<file path="config.mk">
export PLATFORM = sky130hd
export DESIGN_NAME = de_morgan_sweep_flat
export DESIGN_NICKNAME = d
export VERILOG_FILES = /design/src/rtl/de_morgan_pkg.sv /design/src/rtl/de_morgan_sweep_if.sv /design/src/rtl/de_morgan_ref.sv /design/src/rtl/de_morgan_sweep.sv /design/src/flat_wrapper.sv
export SDC_FILE = /design/constraint.sdc
export NUM_CORES = 1
export LEC_CHECK = 0
export CORE_ASPECT_RATIO = 1.25
export CORE_MARGIN = 2
export CORE_UTILIZATION = 53
export DETAILED_ROUTE_END_ITERATION = 10
export HOLD_SLACK_MARGIN = 0.06
export PLACE_DENSITY = 0.77
export SETUP_SLACK_MARGIN = 0.05
export SLEW_MARGIN = 20
export SYNTH_ARGS = -nofsm -noshare
export SYNTH_HDL_FRONTEND = slang
export SYNTH_SLANG_ARGS = --single-unit
</file>
<file path="constraint.sdc">
create_clock -name clk -period 2.48 [get_ports clk]
set_clock_uncertainty 0.1 [all_clocks]
set_input_delay 0.372 -clock clk [delete_from_list [all_inputs] [get_ports clk]]
set_output_delay 0.372 -clock clk [all_outputs]
set_load 0.01 [all_outputs]
</file>
<file path="src/rtl/de_morgan_pkg.sv">
// Shared types and helpers for the De Morgan sweep engine.
//   state_e      : sweep controller states
//   MODE_NAND/NOR: law select encodings for the mode input
//   expected_out : reference gate output for a pattern under the selected law
package de_morgan_pkg;

   typedef enum logic [1:0] {
      IDLE  = 2'd0,
      DRIVE = 2'd1,
      DONE  = 2'd2
   } state_e;

   localparam logic MODE_NAND = 1'b0;
   localparam logic MODE_NOR  = 1'b1;

   localparam int MAX_WIDTH = 16;

   // Patterns narrower than MAX_WIDTH are zero-extended; the mask forces the
   // unused upper bits to the identity value of each reduction.
   function automatic logic expected_out(input logic [MAX_WIDTH-1:0] pat,
                                         input int                   width,
                                         input logic                 mode);
      logic [MAX_WIDTH-1:0] mask;
      mask = (MAX_WIDTH'(1) << width) - MAX_WIDTH'(1);
      if (mode == MODE_NAND) begin
         return ~(&(pat | ~mask));
      end
      return ~(|(pat & mask));
   endfunction

endpackage

</file>
<file path="src/rtl/de_morgan_sweep_if.sv">
// Bundle between a host / gate under test and the sweep engine.
//   start, mode   : host -> engine, sweep request and law select
//   dut_in        : engine -> gate, pattern being driven
//   dut_out       : gate -> engine, gate response
//   busy, done, pass, err_count, first_err : engine -> host, status/results
// slave is the engine side, master the host/gate side.
interface de_morgan_sweep_if #(parameter int WIDTH = 2);

   logic             start;
   logic             mode;
   logic [WIDTH-1:0] dut_in;
   logic             dut_out;
   logic             busy;
   logic             done;
   logic             pass;
   logic [WIDTH:0]   err_count;
   logic [WIDTH-1:0] first_err;

   modport master (
      output start, mode, dut_out,
      input  dut_in, busy, done, pass, err_count, first_err
   );

   modport slave (
      input  start, mode, dut_out,
      output dut_in, busy, done, pass, err_count, first_err
   );

endinterface

</file>
<file path="src/rtl/de_morgan_ref.sv">
// Combinational De Morgan reference.
//   pat        : pattern currently driven to the gate
//   mode       : latched law select (NAND or NOR form)
//   expected   : left-hand side of the selected law, ~(&x) or ~(|x)
//   consistent : high when both sides of the law agree for this pattern
module de_morgan_ref
   import de_morgan_pkg::*;
#(
   parameter int WIDTH = 2
) (
   input  logic [WIDTH-1:0] pat,
   input  logic             mode,
   output logic             expected,
   output logic             consistent
);

   logic lhs;
   logic rhs;

   always_comb begin
      lhs        = expected_out(MAX_WIDTH'(pat), WIDTH, mode);
      rhs        = (mode == MODE_NAND) ? |(~pat) : &(~pat);
      expected   = lhs;
      consistent = (lhs == rhs);
   end

endmodule

</file>
<file path="src/rtl/de_morgan_sweep.sv">
// Exhaustive stimulus/check engine for an external N-input De Morgan gate.
// Drives all 2^WIDTH patterns, holds each HOLD_CYCLES cycles, samples the
// gate output on the last hold cycle and compares against the reference.
//   clk, rst_n : clock, asynchronous active-low reset
//   bus        : de_morgan_sweep_if slave (start/mode in, dut_in out,
//                dut_out in, busy/done/pass/err_count/first_err out)
// Build option: DE_MORGAN_SWEEP_GRAY_EN selects Gray-code pattern order.
//
// state | meaning
// IDLE  | waiting for start; results of last sweep held
// DRIVE | presenting patterns, counting hold cycles, checking on last cycle
// DONE  | one-cycle done pulse, pass valid, dut_in back to 0
module de_morgan_sweep
   import de_morgan_pkg::*;
#(
   parameter int WIDTH       = 2,
   parameter int HOLD_CYCLES = 2
) (
   input  logic             clk,
   input  logic             rst_n,
   de_morgan_sweep_if.slave bus
);

   localparam logic [WIDTH:0] LAST_IDX  = {1'b0, {WIDTH{1'b1}}};
   localparam logic [7:0]     HOLD_LAST = 8'(HOLD_CYCLES - 1);

   function automatic logic [WIDTH-1:0] pattern_of(input logic [WIDTH-1:0] i);
`ifdef DE_MORGAN_SWEEP_GRAY_EN
      return i ^ (i >> 1);
`else
      return i;
`endif
   endfunction

   state_e           state_q,     state_d;
   logic             mode_q,      mode_d;
   logic [WIDTH:0]   idx_q,       idx_d;
   logic [7:0]       hold_q,      hold_d;
   logic [WIDTH:0]   err_count_q, err_count_d;
   logic [WIDTH-1:0] first_err_q, first_err_d;
   logic             pass_q,      pass_d;

   logic [WIDTH-1:0] cur_pat;
   logic             exp_out;
   logic             ref_ok;
   logic             mismatch;

   assign cur_pat = pattern_of(idx_q[WIDTH-1:0]);

   de_morgan_ref #(.WIDTH(WIDTH)) u_ref (
      .pat        (cur_pat),
      .mode       (mode_q),
      .expected   (exp_out),
      .consistent (ref_ok)
   );

   assign mismatch = (bus.dut_out != exp_out);

   always_comb begin
      state_d     = state_q;
      mode_d      = mode_q;
      idx_d       = idx_q;
      hold_d      = hold_q;
      err_count_d = err_count_q;
      first_err_d = first_err_q;
      pass_d      = pass_q;

      case (state_q)
         IDLE: begin
            if (bus.start) begin
               state_d     = DRIVE;
               mode_d      = bus.mode;
               idx_d       = '0;
               hold_d      = '0;
               err_count_d = '0;
               first_err_d = '0;
               pass_d      = 1'b0;
            end
         end
         DRIVE: begin
            if (hold_q == HOLD_LAST) begin
               if (mismatch) begin
                  err_count_d = err_count_q + (WIDTH+1)'(1);
                  if (err_count_q == '0) begin
                     first_err_d = cur_pat;
                  end
               end
               hold_d = '0;
               if (idx_q == LAST_IDX) begin
                  state_d = DONE;
                  // Fold in the final pattern's result, not yet in err_count_q.
                  pass_d  = (err_count_q == '0) && !mismatch;
               end else begin
                  idx_d = idx_q + (WIDTH+1)'(1);
               end
            end else begin
               hold_d = hold_q + 8'd1;
            end
         end
         DONE: begin
            state_d = IDLE;
            idx_d   = '0;
            hold_d  = '0;
         end
         default: begin
            state_d = IDLE;
         end
      endcase
   end

   always_ff @(posedge clk or negedge rst_n) begin
      if (!rst_n) begin
         state_q     <= IDLE;
         mode_q      <= MODE_NAND;
         idx_q       <= '0;
         hold_q      <= '0;
         err_count_q <= '0;
         first_err_q <= '0;
         pass_q      <= 1'b0;
      end else begin
         state_q     <= state_d;
         mode_q      <= mode_d;
         idx_q       <= idx_d;
         hold_q      <= hold_d;
         err_count_q <= err_count_d;
         first_err_q <= first_err_d;
         pass_q      <= pass_d;
      end
   end

   assign bus.dut_in    = (state_q == DRIVE) ? cur_pat : '0;
   assign bus.busy      = (state_q == DRIVE);
   assign bus.done      = (state_q == DONE);
   assign bus.pass      = pass_q;
   assign bus.err_count = err_count_q;
   assign bus.first_err = first_err_q;

   ref_consistent_a: assert property (@(posedge clk) disable iff (!rst_n) ref_ok);

`ifdef DE_MORGAN_SWEEP_GRAY_EN
   gray_step_a: assert property (@(posedge clk) disable iff (!rst_n)
      (state_q == DRIVE && state_d == DRIVE && idx_d != idx_q)
         |-> ($countones(pattern_of(idx_d[WIDTH-1:0]) ^ cur_pat) == 1));
`endif

endmodule

</file>
<file path="src/flat_wrapper.sv">
// flat-port wrapper written by rule: the top's interface ports become plain ports
module de_morgan_sweep_flat import de_morgan_pkg::*;
#(
   parameter int WIDTH       = 2,
   parameter int HOLD_CYCLES = 2
)
  (clk, rst_n, bus_start, bus_mode, bus_dut_out, bus_dut_in, bus_busy, bus_done, bus_pass, bus_err_count, bus_first_err);
  de_morgan_sweep_if #(.WIDTH(WIDTH)) bus_i ();
  input  logic clk;
  input  logic rst_n;
  input wire logic [$bits(bus_i.start)-1:0] bus_start;
  input wire logic [$bits(bus_i.mode)-1:0] bus_mode;
  input wire logic [$bits(bus_i.dut_out)-1:0] bus_dut_out;
  output wire logic [$bits(bus_i.dut_in)-1:0] bus_dut_in;
  output wire logic [$bits(bus_i.busy)-1:0] bus_busy;
  output wire logic [$bits(bus_i.done)-1:0] bus_done;
  output wire logic [$bits(bus_i.pass)-1:0] bus_pass;
  output wire logic [$bits(bus_i.err_count)-1:0] bus_err_count;
  output wire logic [$bits(bus_i.first_err)-1:0] bus_first_err;
  assign bus_i.start = bus_start;
  assign bus_i.mode = bus_mode;
  assign bus_i.dut_out = bus_dut_out;
  assign bus_dut_in = bus_i.dut_in;
  assign bus_busy = bus_i.busy;
  assign bus_done = bus_i.done;
  assign bus_pass = bus_i.pass;
  assign bus_err_count = bus_i.err_count;
  assign bus_first_err = bus_i.first_err;
  de_morgan_sweep #(.WIDTH(WIDTH), .HOLD_CYCLES(HOLD_CYCLES)) u_core (.clk(clk), .rst_n(rst_n), .bus(bus_i));
endmodule
</file>
==> impl_metrics.env, run 1 <==
export IMPL_outcome="finished clean"
export IMPL_slew_headroom=0.728
export IMPL_drt_iter0_markers=20
export IMPL_h_tree_depth=1
export IMPL_stdcell_count=154
export IMPL_yosys_top_cells_area="dfrtp_1, ha_1, o21ai_0, mux2_2, inv_1"
export IMPL_tns_ns=0
export IMPL_syn_inst=114
export IMPL_root_buffer="clkbuf_4"
export IMPL_chipHeight_microns=55.6
export IMPL_end_kind="primary output"
export IMPL_overflow=0
export IMPL_critPathMaxFanout=10
export IMPL_rsz0062_at_grt="false"
export IMPL_die_width_microns=45.3
export IMPL_ys_flop_type="dfrtp_1"
export IMPL_vias=893
export IMPL_row_count=18
export IMPL_synth_common_cells="dfrtp_1, o21ai_0, inv_1"
export IMPL_via_per_inst=5.80
export IMPL_ir_worst_vdd_uv=745
export IMPL_track_usage=0.194
export IMPL_powerDensity_nw_per_um2=1120
export IMPL_fillers=177
export IMPL_syn_cell_area_sq_um=1130
export IMPL_tightest_slew_ns=0.404
export IMPL_clockBufferDepth=2
export IMPL_maxSlewViolCount=0
export IMPL_synth_edf_count=0
export IMPL_syn_area_per_cell_sq_um=9.90
export IMPL_first_global_vias=909
export IMPL_core_area_sq_um=2000
export IMPL_numCtsBuffers=3
export IMPL_die_area_sq_um=2520
export IMPL_io_pins=15
export IMPL_ctsResizeCount=0
export IMPL_synthToLayoutAreaGrowth_pct=20.2
export IMPL_setup_viol=0
export IMPL_antennaDiodeCount=0
export IMPL_synth_seq_cells=20
export IMPL_max_cap_violations=0
export IMPL_drc_errors=0
export IMPL_synthArstFlopShare=1.00
export IMPL_grt_start_max_net_pins=21
export IMPL_synth_fp_nets=126
export IMPL_dr_pass1_iters=4
export IMPL_grt_pass1_wl_mm=3.76
export IMPL_cp_arrival_ns=1.85
export IMPL_initial_core_util=0.563
export IMPL_yosysUniqueCellTypes=38
export IMPL_place_area_sq_um=1310
export IMPL_yosysTopAreaCellShare=0.443
export IMPL_startpoint_type="register"
export IMPL_power_total_mw=1.52
export IMPL_detail_route_antenna_nets=0
export IMPL_antenna_found_initial=0
export IMPL_dpl_hpwl_mm=1.67
export IMPL_insertion_delay_ns=0.29
export IMPL_cts_setup_buffers=0
export IMPL_design_area_sq_um=1360
export IMPL_synth_warnings=0
export IMPL_clk_pin_slew_worst_paths_ns=0.12
export IMPL_placed_cells=150
export IMPL_hold_viol_final=0
export IMPL_yosys_area_top_type="dfrtp_1"
export IMPL_wire_per_inst_microns=14.3
export IMPL_finalCritPeriodShare=0.938
export IMPL_fmax_mhz=430
export IMPL_hold_path_class="primary input to asynchronous set/reset pin"
export IMPL_port_buffers=14
export IMPL_numClockSinks=20
export IMPL_leakage_nw=0.642
export IMPL_finalCriticalPeriod_ns=2.33
export IMPL_synth_most_common_cell="dfrtp_1"
export IMPL_final_nets=147
export IMPL_crit_type="register to primary output"
export IMPL_wirelength_mm=2.20
export IMPL_required_ns=2.01
export IMPL_cts_tree="yes"
export IMPL_synth_seq_area_share=0.443
export IMPL_gp_congestion=0.750
export IMPL_holdBufCountCts=0
export IMPL_drive_above_1_share=0.179
## cell families after synthesis
kind of cell / synth area share
xor gates and xnor gates: 0.0155
muxes: 0.0621
buffers and inverters: 0.0477
AOI/OAI and AO/OA: 0.146
adders and majority gates: 0.0776
DFF: 0.443
and+or+nand+nor: 0.207
## power breakdown
group / leakage [nW] / internal [mW] / switching [mW]
registers: 0.255 / 0.429 / 0.0980
logic: 0.366 / 0.406 / 0.405
clock network: 0.0210 / 0.0893 / 0.0970
total: 0.642 / 0.924 / 0.600
## flip-flops by register name, indices dropped and copies added, names as in the netlist
register,count
u_core.hold_q,8
u_core.mode_q,1
u_core.bus.err_count,3
u_core.bus.first_err,2
u_core.bus.pass,1
u_core.idx_q,3
u_core.state_q,2
## worst max-delay path, stage by stage (launching register included)
cell and delay (ns):
dfrtp_1 0.50, nand2b_2 0.18, clkinv_1 0.30, clkdlybuf4s50_1 0.58
## through the flow
step / hold WS, ns / utilization / worst slack (ns)
2_1_floorplan: -0.0236 / - / 0.261
3_3_place_gp: 0.386 / 0.654 / 0.146
3_5_place_dp: 0.385 / 0.654 / 0.106
4_1_cts: 0.315 / 0.672 / 0.0790
5_1_grt: 0.329 / 0.677 / 0.0645
6_report: 0.307 / 0.677 / 0.153
## layout by cell type, fill, tap and decap left out, types with 3 or more instances in the layout
master	instances
clkdlybuf4s50_1	14
mux2_2	4
o21ai_0	15
and3_1	3
nand3_1	6
nor2_1	8
dfrtp_1	20
nand2_1	7
clkbuf_4	3
inv_1	10
buf_4	4
ha_1	7
## path summary, 6_finish.rpt
check | slack (ns) | cells after the start | from | end
setup / recovery | 0.15 | 3 | u_core.state_q[0] | bus_busy
hold / removal | 0.31 | 2 | rst_n | u_core.state_q[0]
setup reg to reg | 0.17 | 7 | u_core.hold_q[1] | u_core.idx_q[0]
hold reg to reg | 0.42 | 1 | u_core.idx_q[2] | u_core.idx_q[2]
max in group asynchronous | 1.76 | 2 | rst_n | u_core.bus.first_err[0]
min in group clk | 0.42 | 1 | u_core.idx_q[2] | u_core.idx_q[2]
## per-layer routing
layer | track usage | up-vias | part of all wire | wire [microns]
li1 | - | 445 | - | -
met1 | 0.259 | 436 | 0.46 | 1010
met2 | 0.316 | 10 | 0.51 | 1130
met5 | 0 | - | 0 | 0
met3 | 0.0195 | 2 | 0.018 | 40
met4 | 0.0714 | 0 | 0.0086 | 19
## area by class of cell
class	instances	area (sq um)	share of cell area
inverter	11	41.3	0.0304
multi-input combinational	81	583	0.430
tap	20	25.0	0.0185
clock buffer	4	36.3	0.0268
timing repair buffer	18	170	0.125
sequential	20	500	0.369
No activity file was read; power rests on OpenSTA's default activity.
==> inputs of run 2 (changes only) <==
- RECOVER_POWER: default -> 25
==> run 2 against run 1 <==
Global-route usage stayed put. Total power hardly changed. Critical path type unchanged. Highest routed layer unchanged. Critical endpoint unchanged. Sequential share of layout area is 0.10 points higher. Cell count stayed put. Final area is 0.28% lower. Die area stayed put. Largest cell class unchanged. First-iteration DRC count stayed put.
==> impl_metrics.env, run 2 (synthesized netlist as in run 1, its figures left out) <==
export IMPL_outcome="finished clean"
export IMPL_antenna_found_initial=0
export IMPL_drc_errors=0
export IMPL_leakage_nw=0.639
export IMPL_critPathMaxFanout=10
export IMPL_final_common_cell="dfrtp_1"
export IMPL_worst_r2r_path_depth=7
export IMPL_numClockSinks=20
export IMPL_maxSlewViolCount=0
export IMPL_drive_above_1_share=0.172
export IMPL_wire_per_inst_microns=14.3
export IMPL_numCtsBuffers=3
export IMPL_r2r_slack_ns=0.17
export IMPL_via_per_inst=5.79
export IMPL_end_kind="primary output"
export IMPL_rsz0062_at_grt="false"
export IMPL_finalCritPeriodShare=0.938
export IMPL_port_buffers=14
export IMPL_largest_reg_flops=8
export IMPL_grt_pass1_wl_mm=3.76
export IMPL_ir_worst_vdd_uv=745
export IMPL_h_tree_depth=1
export IMPL_clk_pin_slew_worst_paths_ns=0.12
export IMPL_worstHoldStart="u_core.idx_q[2]"
export IMPL_r2r_start="u_core.hold_q[1]"
export IMPL_hold_viol_final=0
export IMPL_initial_core_util=0.563
export IMPL_clockBufferDepth=2
export IMPL_root_buffer="clkbuf_4"
export IMPL_top_register="u_core.hold_q"
export IMPL_finalCriticalPeriod_ns=2.33
export IMPL_hold_end="u_core.idx_q[2]"
export IMPL_final_nets=147
export IMPL_max_cap_violations=0
export IMPL_fin_util=0.675
export IMPL_track_usage=0.194
export IMPL_dp_slack_ns=0.106
export IMPL_cts_setup_buffers=0
export IMPL_dr_pass1_iters=4
export IMPL_row_count=18
export IMPL_first_global_vias=909
export IMPL_powerDensity_nw_per_um2=1130
export IMPL_antennaDiodeCount=0
export IMPL_fmax_mhz=430
export IMPL_overflow=0
export IMPL_grt_start_max_net_pins=21
export IMPL_setup_viol=0
export IMPL_hold_path_class="register to register"
export IMPL_crit_type="register to primary output"
export IMPL_gp_congestion=0.750
export IMPL_cts_tree="yes"
export IMPL_vias=892
export IMPL_synthToLayoutAreaGrowth_pct=19.8
export IMPL_min_path_cells=1
export IMPL_io_pins=15
export IMPL_insertion_delay_ns=0.29
export IMPL_layout_common_cells="dfrtp_1, o21ai_0, clkdlybuf4s50_1"
export IMPL_ctsResizeCount=0
export IMPL_worst_slack_ns=0.153
export IMPL_required_ns=2.01
export IMPL_wirelength_mm=2.21
export IMPL_power_total_mw=1.52
export IMPL_startpoint_type="register"
export IMPL_slew_headroom=0.279
export IMPL_die_width_microns=45.3
export IMPL_holdBufCountCts=0
export IMPL_dpl_hpwl_mm=1.67
export IMPL_tightest_slew_ns=1.08
export IMPL_chipHeight_microns=55.6
export IMPL_cp_arrival_ns=1.86
export IMPL_timing_rr_end="u_core.idx_q[0]"
export IMPL_tns_ns=0
export IMPL_die_area_sq_um=2520
export IMPL_core_area_sq_um=2000
export IMPL_detail_route_antenna_nets=0
export IMPL_drt_iter0_markers=20
export IMPL_whs_ns=0.419
==> run 2: routing by layer <==
| metal | vias to the layer above | GRT usage | wire [microns] |
|---|---|---|---|
| met3 | 2 | 0.0195 | 45 |
| li1 | 445 | - | - |
| met2 | 10 | 0.316 | 1130 |
| met5 | - | 0 | 0 |
| met4 | 0 | 0.0714 | 19 |
| met1 | 435 | 0.259 | 1010 |
==> run 2: per-stage QoR <==
stage | cells | cell area (sq um)
2_1_floorplan | 114 | 1130
3_3_place_gp | 150 | 1310
3_5_place_dp | 150 | 1310
4_1_cts | 154 | 1350
5_1_grt | 154 | 1350
6_report | 154 | 1350
==> run 2: how the worst max path moves through the flow <==
stage                      start               to  slack, ns
2_1_floorplan   u_core.hold_q[1]  u_core.idx_q[0]       0.26
3_3_place_gp    u_core.hold_q[1]  u_core.idx_q[0]       0.15
3_5_place_dp    u_core.hold_q[1]  u_core.idx_q[0]       0.11
4_1_cts         u_core.hold_q[1]  u_core.idx_q[0]       0.08
5_1_grt        u_core.state_q[0]         bus_busy       0.06
6_report       u_core.state_q[0]         bus_busy       0.15
==> run 2: worst max-delay path, cell delays in order, from the launching register on <==
cell and delay [ns]:
dfrtp_1 0.50, nand2b_2 0.18, clkinv_1 0.30, clkdlybuf4s50_1 0.58
==> run 2: power breakdown <==
part	total, mW	leakage (nW)	switching, mW	internal (mW)
sequential	0.527	0.255	0.0983	0.429
combinational	0.812	0.363	0.406	0.405
clock	0.186	0.0210	0.0970	0.0893
==> run 2: layout make-up <==
type | instances | area, sq um
Fill cell | 176 | 652
Multi-Input combinational cell | 81 | 583
Sequential cell | 20 | 500
Timing Repair Buffer | 18 | 166
Inverter | 11 | 41.3
Clock buffer | 4 | 36.3
Tap cell | 20 | 25.0
==> inputs of run 3 (changes only) <==
- SKIP_CTS_REPAIR_TIMING: default -> 1
==> results of run 3 <==
Same layout as run 2: the final DEF is identical, and so are final timing and power.
